<file path="src/rtl/pc_pkg.sv">
// pc_pkg: shared types and default constants for the fetch-stage PC generator.
// Used by pc_gen and pc_redirect_buf.

package pc_pkg;

    // Default parameter values for pc_gen.
    localparam int          PC_W_DEF    = 32;
    localparam logic [31:0] RST_VEC_DEF = 32'h0000_0000;
    localparam logic [31:0] INC_DEF     = 32'd4;

    // Control FSM states: OFF after reset, RUN while fetching, HALT when parked.
    typedef enum logic [1:0] {
        OFF  = 2'd0,
        RUN  = 2'd1,
        HALT = 2'd2
    } pc_state_e;

    // Why pc was loaded from a target at the coming edge, if at all.
    typedef enum logic [1:0] {
        NONE   = 2'd0,
        BRANCH = 2'd1,
        EXC    = 2'd2
    } redirect_cause_e;

endpackage

</file>
<file path="src/rtl/pc_redirect_buf.sv">
// pc_redirect_buf: one-entry pending branch-target register.
// Captures a branch that arrives while fetch is stalled so it can be applied on
// the first unstalled edge. A newer set overwrites the held target; clear wins
// over set so an exception or a consumed redirect always empties the buffer.

module pc_redirect_buf
    import pc_pkg::*;
#(
    parameter int PC_W = PC_W_DEF
) (
    input  logic            clk,
    input  logic            rst,
    input  logic            set,
    input  logic            clr,
    input  logic [PC_W-1:0] target,
    output logic            valid,
    output logic [PC_W-1:0] pend_target
);

    // Pending flag and held target; clear has priority over set.
    always_ff @(posedge clk or negedge rst) begin
        if (!rst) begin
            valid       <= 1'b0;
            pend_target <= '0;
        end else if (clr) begin
            valid       <= 1'b0;
        end else if (set) begin
            valid       <= 1'b1;
            pend_target <= target;
        end
    end

endmodule

</file>
<file path="src/rtl/pc_gen.sv">
// pc_gen: program-counter generator for the fetch stage.
// Drives the instruction-ROM address (pc) and enable (ce) with stall, branch,
// exception and halt/resume control. All outputs come straight from flops.
// Optional feature macro: PC_PEND_REDIRECT_EN -- when defined, a branch seen
// during a stall is parked in pc_redirect_buf and applied once the stall ends;
// when undefined, a branch overrides the stall and loads immediately.
// INC must be nonzero and fit in PC_W bits.

module pc_gen
    import pc_pkg::*;
#(
    parameter int            PC_W    = PC_W_DEF,
    parameter logic [PC_W-1:0] RST_VEC = PC_W'(RST_VEC_DEF),
    parameter logic [PC_W-1:0] INC     = PC_W'(INC_DEF)
) (
    input  logic            clk,
    input  logic            rst,
    input  logic            stall,
    input  logic            branch_flag,
    input  logic [PC_W-1:0] branch_target,
    input  logic            exc_flag,
    input  logic [PC_W-1:0] exc_target,
    input  logic            halt_req,
    input  logic            resume,
    output logic [PC_W-1:0] pc,
    output logic            ce,
    output logic            halted,
    output logic            redirected
);

    pc_state_e       state_q, state_d;
    redirect_cause_e cause;
    logic [PC_W-1:0] pc_q, pc_d;
    logic            ce_q, halted_q, redir_q;
    logic            pend_set, pend_clr;

`ifdef PC_PEND_REDIRECT_EN
    logic            pend_valid;
    logic [PC_W-1:0] pend_target;

    pc_redirect_buf #(
        .PC_W (PC_W)
    ) u_redirect_buf (
        .clk         (clk),
        .rst         (rst),
        .set         (pend_set),
        .clr         (pend_clr),
        .target      (branch_target),
        .valid       (pend_valid),
        .pend_target (pend_target)
    );
`endif

    // Next-state and next-pc selection by strict priority: exception, branch,
    // stall, sequential increment.
    always_comb begin
        // NOTE: every output of this block gets a default first, so no path
        // leaves a variable unassigned and no latch is inferred.
        state_d  = state_q;
        pc_d     = pc_q;
        cause    = NONE;
        pend_set = 1'b0;
        pend_clr = 1'b0;

        unique case (state_q)
            OFF: begin
                // Requests are ignored; first edge out of reset starts fetch
                // at RST_VEC.
                state_d = RUN;
            end

            RUN: begin
                if (exc_flag) begin
                    pc_d     = exc_target;
                    cause    = EXC;
                    pend_clr = 1'b1;
                end else begin
                    if (halt_req) state_d = HALT;
`ifdef PC_PEND_REDIRECT_EN
                    if (branch_flag && stall) begin
                        pend_set = 1'b1;
                    end else if (branch_flag) begin
                        // A fresh branch on the release cycle beats the parked one.
                        pc_d     = branch_target;
                        cause    = BRANCH;
                        pend_clr = 1'b1;
                    end else if (!stall && pend_valid) begin
                        pc_d     = pend_target;
                        cause    = BRANCH;
                        pend_clr = 1'b1;
                    end else if (!stall && !halt_req) begin
                        pc_d = pc_q + INC;
                    end
`else
                    if (branch_flag) begin
                        pc_d  = branch_target;
                        cause = BRANCH;
                    end else if (!stall && !halt_req) begin
                        pc_d = pc_q + INC;
                    end
`endif
                end
            end

            HALT: begin
                if (exc_flag) begin
                    state_d  = RUN;
                    pc_d     = exc_target;
                    cause    = EXC;
                    pend_clr = 1'b1;
                end else if (resume) begin
                    state_d = RUN;
                end
            end

            default: begin
                state_d = OFF;
            end
        endcase
    end

`ifndef PC_PEND_REDIRECT_EN
    // Without the pending buffer these controls have no consumer.
    logic unused_pend;
    assign unused_pend = pend_set ^ pend_clr;
`endif

    // State, pc and the registered status outputs.
    always_ff @(posedge clk or negedge rst) begin
        if (!rst) begin
            state_q  <= OFF;
            pc_q     <= RST_VEC;
            ce_q     <= 1'b0;
            halted_q <= 1'b0;
            redir_q  <= 1'b0;
        end else begin
            // NOTE: non-blocking assignments so every flop samples the values
            // from before this edge, independent of statement order.
            state_q  <= state_d;
            pc_q     <= pc_d;
            ce_q     <= (state_d == RUN);
            halted_q <= (state_d == HALT);
            redir_q  <= (cause != NONE);
        end
    end

    assign pc         = pc_q;
    assign ce         = ce_q;
    assign halted     = halted_q;
    assign redirected = redir_q;

endmodule

</file>
<file path="config.mk">
export PLATFORM = sky130hd
export DESIGN_NAME = pc_gen
export DESIGN_NICKNAME = d
export VERILOG_FILES = /design/src/rtl/pc_pkg.sv /design/src/rtl/pc_redirect_buf.sv /design/src/rtl/pc_gen.sv
export SDC_FILE = /design/constraint.sdc
export NUM_CORES = 1
export LEC_CHECK = 0
export CORE_MARGIN = 2
export CORE_UTILIZATION = 48
export DETAILED_ROUTE_END_ITERATION = 10
export GPL_TIMING_DRIVEN = 0
export PLACE_DENSITY = 0.93
export SYNTH_ARGS = -nofsm -noshare
export SYNTH_HDL_FRONTEND = slang
export SYNTH_HIERARCHICAL = 1
export SYNTH_SLANG_ARGS = --single-unit
</file>
<file path="constraint.sdc">
create_clock -name clk -period 2.84 [get_ports clk]
set_input_delay 0.426 -clock clk [delete_from_list [all_inputs] [get_ports clk]]
set_output_delay 0.426 -clock clk [all_outputs]
set_load 0.01 [all_outputs]
</file>
==> results.toml, run 1 <==
[status]
status = "finished, final reports clean"

[synthesis]
dominant_cell_type_by_area_after_synthesis = "dfrtp_1"
syn_inst = 343
yosys.area_share.adder_pct = 2.24
synth.mux.area_fraction_pct = 0.717
synth_top_flop_cell = "dfrtp_1"
synth.yosys.seq_area_share_pct = 33.2
post_synth_top_cells = "dfrtp_1 (37), a21oi_1 (33), nor2_1 (32)"
synth.most_common_cell = "dfrtp_1"
simple_gate_portion_of_the_synthesized_area_pct = 26.8
synth_top_cells_by_area = "dfrtp_1 (33%), a21oi_1 (5.9%), o21ai_0 (5.2%)"
synth_xor_area_share_pct = 3.14
synth_top_area_share_pct = 33.2
synth_enable_flop_cells = 0
largest_family_of_logic_cells_by_synthesized_area = "compound AO/OA/AOI/OAI gates"
post_synth.cell_area_avg_um2 = 8.14
synth_warnings = 6
synth_seq_cells = 37
synth_nets = 419
share_of_the_synthesized_area_in_compound_gates_ao_oa_aoi_oai_pct = 28.1
synth-async-reset-ratio_pct = 100
synthDistinctLibCells = 56
syn-cell-area_mm2 = 0.00279

[cells_and_area]
fin_area_mm2 = 0.00402
area_of_the_multi_input_gates_mm2 = 0.00170
register_area_um2 = 926
layout_overhead_on_the_synthesized_area_pct = 44.0
diodes = 0
num-fill-cells = 428
post_route_cells_drive_above_1_share_pct = 7.69
finish.net_count = 530

[global_route]
grt.met1_usage_pct = 38.4
grt_ovf = 0
grt_pass1_vias = 3156
groute.layer.met3.usage_pct = 5.62
antenna_found_initial = 0
grt.met2_usage_pct = 51.2
grt_first_pass_wirelength_mm = 15.2
grt_max_degree = 38
grt-busiest-layer = "met2"
globalRouteTotalUtil_pct = 30.7

[power]
p_per_area_mw_per_mm2 = 1000
internal_power_mw = 2.13
leakage_nw = 1.61
irDropWorstVdd_uv = 509
comb_power_share_pct = 59.5
power_frac_seq_pct = 29.9
report.power.total_mw = 4.03
power.net_switching_mw = 1.90
p_sw_share_pct = 47.2
clock_power_share_pct = 10.7

[timing]
report.final.hold_viol_count = 0
post-route-worst-setup-slack_ns = 0.606
setup_tns_ns = 0
finalSetupViolations = 0
highest_clock_frequency_the_design_can_meet_mhz = 448
worstMarginPinSlew_ns = 0.869
worst_case_hold_slack_ns = 0.222
rsz0062_at_grt = "no"
post-route-period-util_pct = 78.6
skew_final_ns = 0.0125
layout_min_cycle_time_ns = 2.23
final-max-slew-violation-count = 0
timing.max_slew.rel_slack_pct = 42.1

[cts]
cts_inserted_buffers = 5
clock_latency_ns = 0.30
cts_root_buf = "clkbuf_8"
clock_tree.htree_level_count = 2
tritoncts_num_sinks = 37
ctsResizeCount = 0
tritoncts = "yes"
worst_setup_hold_path_clk_slew_ns = 0.08
ctsHoldBuffers = 0
cts_setup_buffers = 0
ctsLongestPathBuffers = 2

[floorplan]
core_area_mm2 = 0.00557
core.rowCount = 27
die-width_um = 80.3
die_h_um = 80.3
initial_utilization_pct = 50.1
die_footprint_mm2 = 0.00644
pin_count = 106

[setup_path]
timing.critical_path.to_type = "flop"
critical_path.cell_chain = "inv_1 -> ha_1 -> buf_2 -> inv_1 -> clkbuf_1 -> or3_1 -> a21oi_1 -> a21oi_1 -> nor4_1"
worst_ep_required_time_ns = 3.03
r2r_end = "halted$_DFF_PN0_"
regToRegSetupSlack_ns = 0.61
worst_path_max_delay_cell = "dfrtp_1"
worstSetupStartpointType = "flop"
critical_path.top_delay_family = "simple AND/OR/NAND/NOR gates"
reg2reg_depth = 9
critical-path-max-stage-delay_ns = 0.43
timing.rr.start = "state_q[0]$_DFF_PN0_"
setup.worst_path.class = "flop to flop"
critical_path_buf_inv_count = 4
data_arrival_time_at_the_worst_slack_endpoint_ns = 2.42
path_max_fanout = 10

[place]
dpl_cell_area_mm2 = 0.00392
placement.io_buffers = 104
pre_cts_slack_ns = 0.453
detailedPlacementHpwl_mm = 7.16
gp_congestion = 0.907

[worst_hold_path]
hold_class = "primary input to async pin"

[detailed_routing]
drt_iter0_drc = 409
detailed_route_wire_length_per_cell_um = 18.9
routed_wirelength_mm = 9.95
count_of_vias_placed_by_the_detailed_router = 3374
drt_first_pass_iters = 5
route.antenna.remaining_nets = 0
via_per_inst = 6.40
drt_drc_violations_left = 0

[job]
max_cap_violations = 0
power by group through the flow:
stage	combinational [mW]	sequential, mW	clock, mW
after floorplan	1.27	1.22	0
after global placement	2.27	1.16	0
after detailed placement	2.34	1.19	0
after CTS	2.36	1.18	0.425
after global routing	2.59	1.23	0.444
final	2.40	1.20	0.429
worst register-to-register path, delay by kind of cell (launching register included):
family	cells	cell delay, ns
simple gates	2	0.68
buf+inv	4	0.65
flops	1	0.43
compound gates	2	0.24
fa+ha+maj	1	0.14
placed cells by master, fill, tap and decap left out, drive strengths merged, types with 3 or more instances in the layout:
master         instances
and3                   9
ha                     5
nor2                  32
a32o                   4
xor2                   8
o21ai                 30
o311ai                 5
nand4                  9
buf                   13
nand3                 15
a21oi                 33
o211ai                 8
clkdlybuf4s50        103
a31oi                  4
o31ai                  6
or3                    3
nand2                 31
o22ai                  3
a222oi                 5
a31o                   5
nand2b                10
nor3                  14
nor4                   4
a22oi                  4
inv                   13
clkbuf                17
dfrtp                 37
metal layers:
metal,wire length [µm],vias to the layer above
met5,0,-
met4,387,0
met3,1130,45
met2,4700,276
met1,3740,1549
li1,-,1504
metrics by stage:
stage / std cells / util (%)
floorplan: 343 / -
global placement: 519 / 70.4
detailed placement: 519 / 70.3
CTS: 527 / 72.1
global route: 527 / 72.1
finish: 527 / 72.1
sequential cells by signal (all words and copies together) (netlist names):
register / count
halted: 1
pc: 32
state_q: 2
ce: 1
redirected: 1
final cells by class:
cell class / count / share of cell area (%)
clock buffer: 7 / 2.40
buffer: 22 / 2.86
tap: 72 / 2.24
sequential: 37 / 23.0
multi-input combinational: 271 / 42.3
clock inverter: 1 / 0.125
timing repair buffer: 104 / 25.8
inverter: 13 / 1.21
cells by family after synthesis:
| kind of cell | count (synthesis) |
|---|---|
| and+or+nand+nor | 135 |
| AOI/OAI and AO/OA | 119 |
| DFF | 37 |
| buffers and inverters | 35 |
| xor gates and xnor gates | 10 |
| adders and majority gates | 5 |
| muxes | 2 |
how the worst max path moves through the flow:
stage | start | slack, ns | depth (start not counted) | end
global placement | rst | 0.45 | 1 | ce$_DFF_PN0_
CTS | state_q[0]$_DFF_PN0_ | 0.65 | 9 | halted$_DFF_PN0_
detailed placement | exc_flag | 0.45 | 7 | pc[6]$_DFFE_PN0P_
finish | state_q[0]$_DFF_PN0_ | 0.61 | 9 | halted$_DFF_PN0_
floorplan | pc[2]$_DFFE_PN0P_ | 0.97 | 6 | pc[24]$_DFFE_PN0P_
global route | state_q[0]$_DFF_PN0_ | 0.46 | 9 | halted$_DFF_PN0_
No activity file was read; power rests on OpenSTA's default activity.
==> inputs of run 2 (changes only) <==
--- a/config.mk
+++ b/config.mk
@@ -6,10 +6,10 @@
 export NUM_CORES = 1
 export LEC_CHECK = 0
 export CORE_MARGIN = 2
-export CORE_UTILIZATION = 48
+export CORE_UTILIZATION = 45
 export DETAILED_ROUTE_END_ITERATION = 10
 export GPL_TIMING_DRIVEN = 0
-export PLACE_DENSITY = 0.93
+export PLACE_DENSITY = 0.89
 export SYNTH_ARGS = -nofsm -noshare
 export SYNTH_HDL_FRONTEND = slang
 export SYNTH_HIERARCHICAL = 1
==> constraint.sdc (replaced) <==
create_clock -name clk -period 2.3 [get_ports clk]
set_input_delay 0.345 -clock clk [delete_from_list [all_inputs] [get_ports clk]]
set_output_delay 0.345 -clock clk [all_outputs]
set_load 0.01 [all_outputs]
==> run 2 against run 1 <==
Hold slack worse by 0.064 ns; via count down 1.3%; utilization fell by 4.6 points; combinational power up 24%; clock skew down 0.0069 ns; final area unchanged; highest routed layer unchanged; global-route usage shrank 0.97 points; cell count is 0.38% higher; non-clock buffer count stayed put; maximum frequency rose by 1.3%; clock power rose by 12%; wire length fell by 1.1%.
==> results.toml, run 2 (synthesized netlist as in run 1, its figures left out) <==
[detailed_routing]
count_of_vias_placed_by_the_detailed_router = 3330
drt_iter0_drc = 404
route.antenna.remaining_nets = 0
route.layer.met1.wl_mm = 3.90
highest_metal_layer_used_by_the_detailed_router = "met4"
met3WireLength_mm = 1.08
via_per_inst = 6.29
met2_length_mm = 4.66
routed_wirelength_mm = 9.84
detailed_route_wire_length_per_cell_um = 18.6
drt_first_pass_iters = 5
drt_drc_violations_left = 0

[timing]
post-route-worst-setup-slack_ns = 0.0951
highest_clock_frequency_the_design_can_meet_mhz = 454
final-max-slew-violation-count = 0
timing.max_slew.rel_slack_pct = 42.4
post-route-period-util_pct = 95.9
layout_min_cycle_time_ns = 2.20
report.final.hold_viol_count = 0
worstMarginPinSlew_ns = 0.865
skew_final_ns = 0.00567
finalSetupViolations = 0
setup_tns_ns = 0

[floorplan]
pin_count = 106
die_footprint_mm2 = 0.00685
die_h_um = 82.8
initial_utilization_pct = 46.9
core.rowCount = 28
die-width_um = 82.8
core_area_mm2 = 0.00596

[power]
leakage_nw = 1.60
power_frac_seq_pct = 29.8
p_per_area_mw_per_mm2 = 1220
clock_power_share_pct = 9.8
internal_power_mw = 2.62
comb_power_share_pct = 60.4
irDropWorstVdd_uv = 650
report.power.total_mw = 4.91
p_sw_share_pct = 46.8
power.net_switching_mw = 2.30

[global_route]
grt_first_pass_wirelength_mm = 15.4
antenna_found_initial = 0
grt_pass1_vias = 3227
grt_ovf = 0
grt_max_degree = 38
globalRouteTotalUtil_pct = 29.8

[worst_hold_path]
hold_class = "primary input to async pin"

[setup_path]
setup.worst_path.class = "flop to flop"
reg2reg_depth = 8
r2r_end = "pc[21]$_DFFE_PN0P_"
path_max_fanout = 10
data_arrival_time_at_the_worst_slack_endpoint_ns = 2.42
timing.rr.start = "state_q[0]$_DFF_PN0_"
setup.worst_path.end = "pc[21]$_DFFE_PN0P_"
timing.critical_path.to_type = "flop"
worst_setup_path_startpoint = "state_q[0]$_DFF_PN0_"
regToRegSetupSlack_ns = 0.1
worstSetupStartpointType = "flop"
worst_ep_required_time_ns = 2.52

[cts]
ctsLongestPathBuffers = 2
clock_latency_ns = 0.30
worst_setup_hold_path_clk_slew_ns = 0.08
tritoncts = "yes"
tritoncts_num_sinks = 37
cts_inserted_buffers = 5
cts_root_buf = "clkbuf_8"
clock_tree.htree_level_count = 2

[cells_and_area]
post_route_cells_drive_above_1_share_pct = 7.71
largest_reg_flops = 32
layout_overhead_on_the_synthesized_area_pct = 44.0
final_cells = 529
diodes = 0
layout.cells.most_common = "clkdlybuf4s50_1"
num-fill-cells = 506
commonest_non_fill_non_tap_cells_in_the_layout = "clkdlybuf4s50_1 (103), dfrtp_1 (37), a21oi_1 (33)"
finish.utilization_pct = 67.5
finish.net_count = 530

[place]
detailedPlacementHpwl_mm = 7.17
place_inst = 522
gp_congestion = 0.902
pre_cts_slack_ns = -0.103
placement.io_buffers = 104

[job]
max_cap_violations = 0

[status]
status = "finished, final reports clean"
[run 2: worst min path at each step]
stage | from | end | slack [ns] | depth (start not counted)
after floorplan | rst | ce$_DFF_PN0_ | 0.05 | 0
after global placement | pc[0]$_DFFE_PN0P_ | pc[0]$_DFFE_PN0P_ | 0.46 | 2
after detailed placement | pc[0]$_DFFE_PN0P_ | pc[0]$_DFFE_PN0P_ | 0.48 | 2
after CTS | rst | pc[8]$_DFFE_PN0P_ | 0.19 | 1
after global routing | rst | pc[8]$_DFFE_PN0P_ | 0.22 | 1
final | rst | pc[7]$_DFFE_PN0P_ | 0.16 | 1
[run 2: final cells by class]
cell class	instances	area (µm²)	share of cell area [%]
buffer	22	119	2.96
clock buffer	7	86.3	2.15
inverter	13	48.8	1.21
multi-input combinational	271	1710	42.5
sequential	37	926	23.0
tap	75	93.8	2.33
timing repair buffer	104	1040	25.8
[run 2: power by group through the flow]
stage	combinational, mW	clock [mW]	sequential (mW)
after detailed placement	2.89	0	1.46
after CTS	2.90	0.482	1.45
after global placement	2.80	0	1.44
after global routing	3.24	0.503	1.52
after floorplan	1.57	0	1.50
final	2.97	0.482	1.46
[run 2: what timing repair did]
action,in CTS,in global routing
setup buffers,0,0
endpoints found under the setup margin,0,23
resized for setup,0,5
endpoints found under the hold margin,0,0
hold buffers,0,0
[run 2: metal layers]
metal / vias to the layer above / GRT usage, %
li1: 1508 / -
met1: 1580 / 38.6
met2: 216 / 48.5
met3: 26 / 5.87
met4: 0 / 12.1
met5: - / 0
[run 2: worst max-delay path: stages (launching register included)]
cell	delay (ns)
dfrtp_1	0.44
inv_1	0.11
ha_1	0.14
buf_2	0.21
or2_0	0.22
clkbuf_1	0.59
a21oi_1	0.16
o2bb2ai_1	0.16
o21ai_1	0.10
[run 2: metrics by stage]
step	instance area, µm²	hold WS, ns
5_1_grt	4020	0.221
3_5_place_dp	3920	0.479
6_report	4020	0.158
4_1_cts	4010	0.191
3_3_place_gp	3930	0.461
2_1_floorplan	2790	0.0494
==> inputs of run 3 (changes only) <==
--- a/config.mk
+++ b/config.mk
@@ -9,8 +9,10 @@
 export CORE_UTILIZATION = 45
 export DETAILED_ROUTE_END_ITERATION = 10
 export GPL_TIMING_DRIVEN = 0
+export HOLD_SLACK_MARGIN = 0.06
 export PLACE_DENSITY = 0.89
 export SYNTH_ARGS = -nofsm -noshare
 export SYNTH_HDL_FRONTEND = slang
 export SYNTH_HIERARCHICAL = 1
 export SYNTH_SLANG_ARGS = --single-unit
+export TNS_END_PERCENT = 30
==> results of run 3 <==
Same layout as run 2: the final DEF is identical, and so are final timing and power.
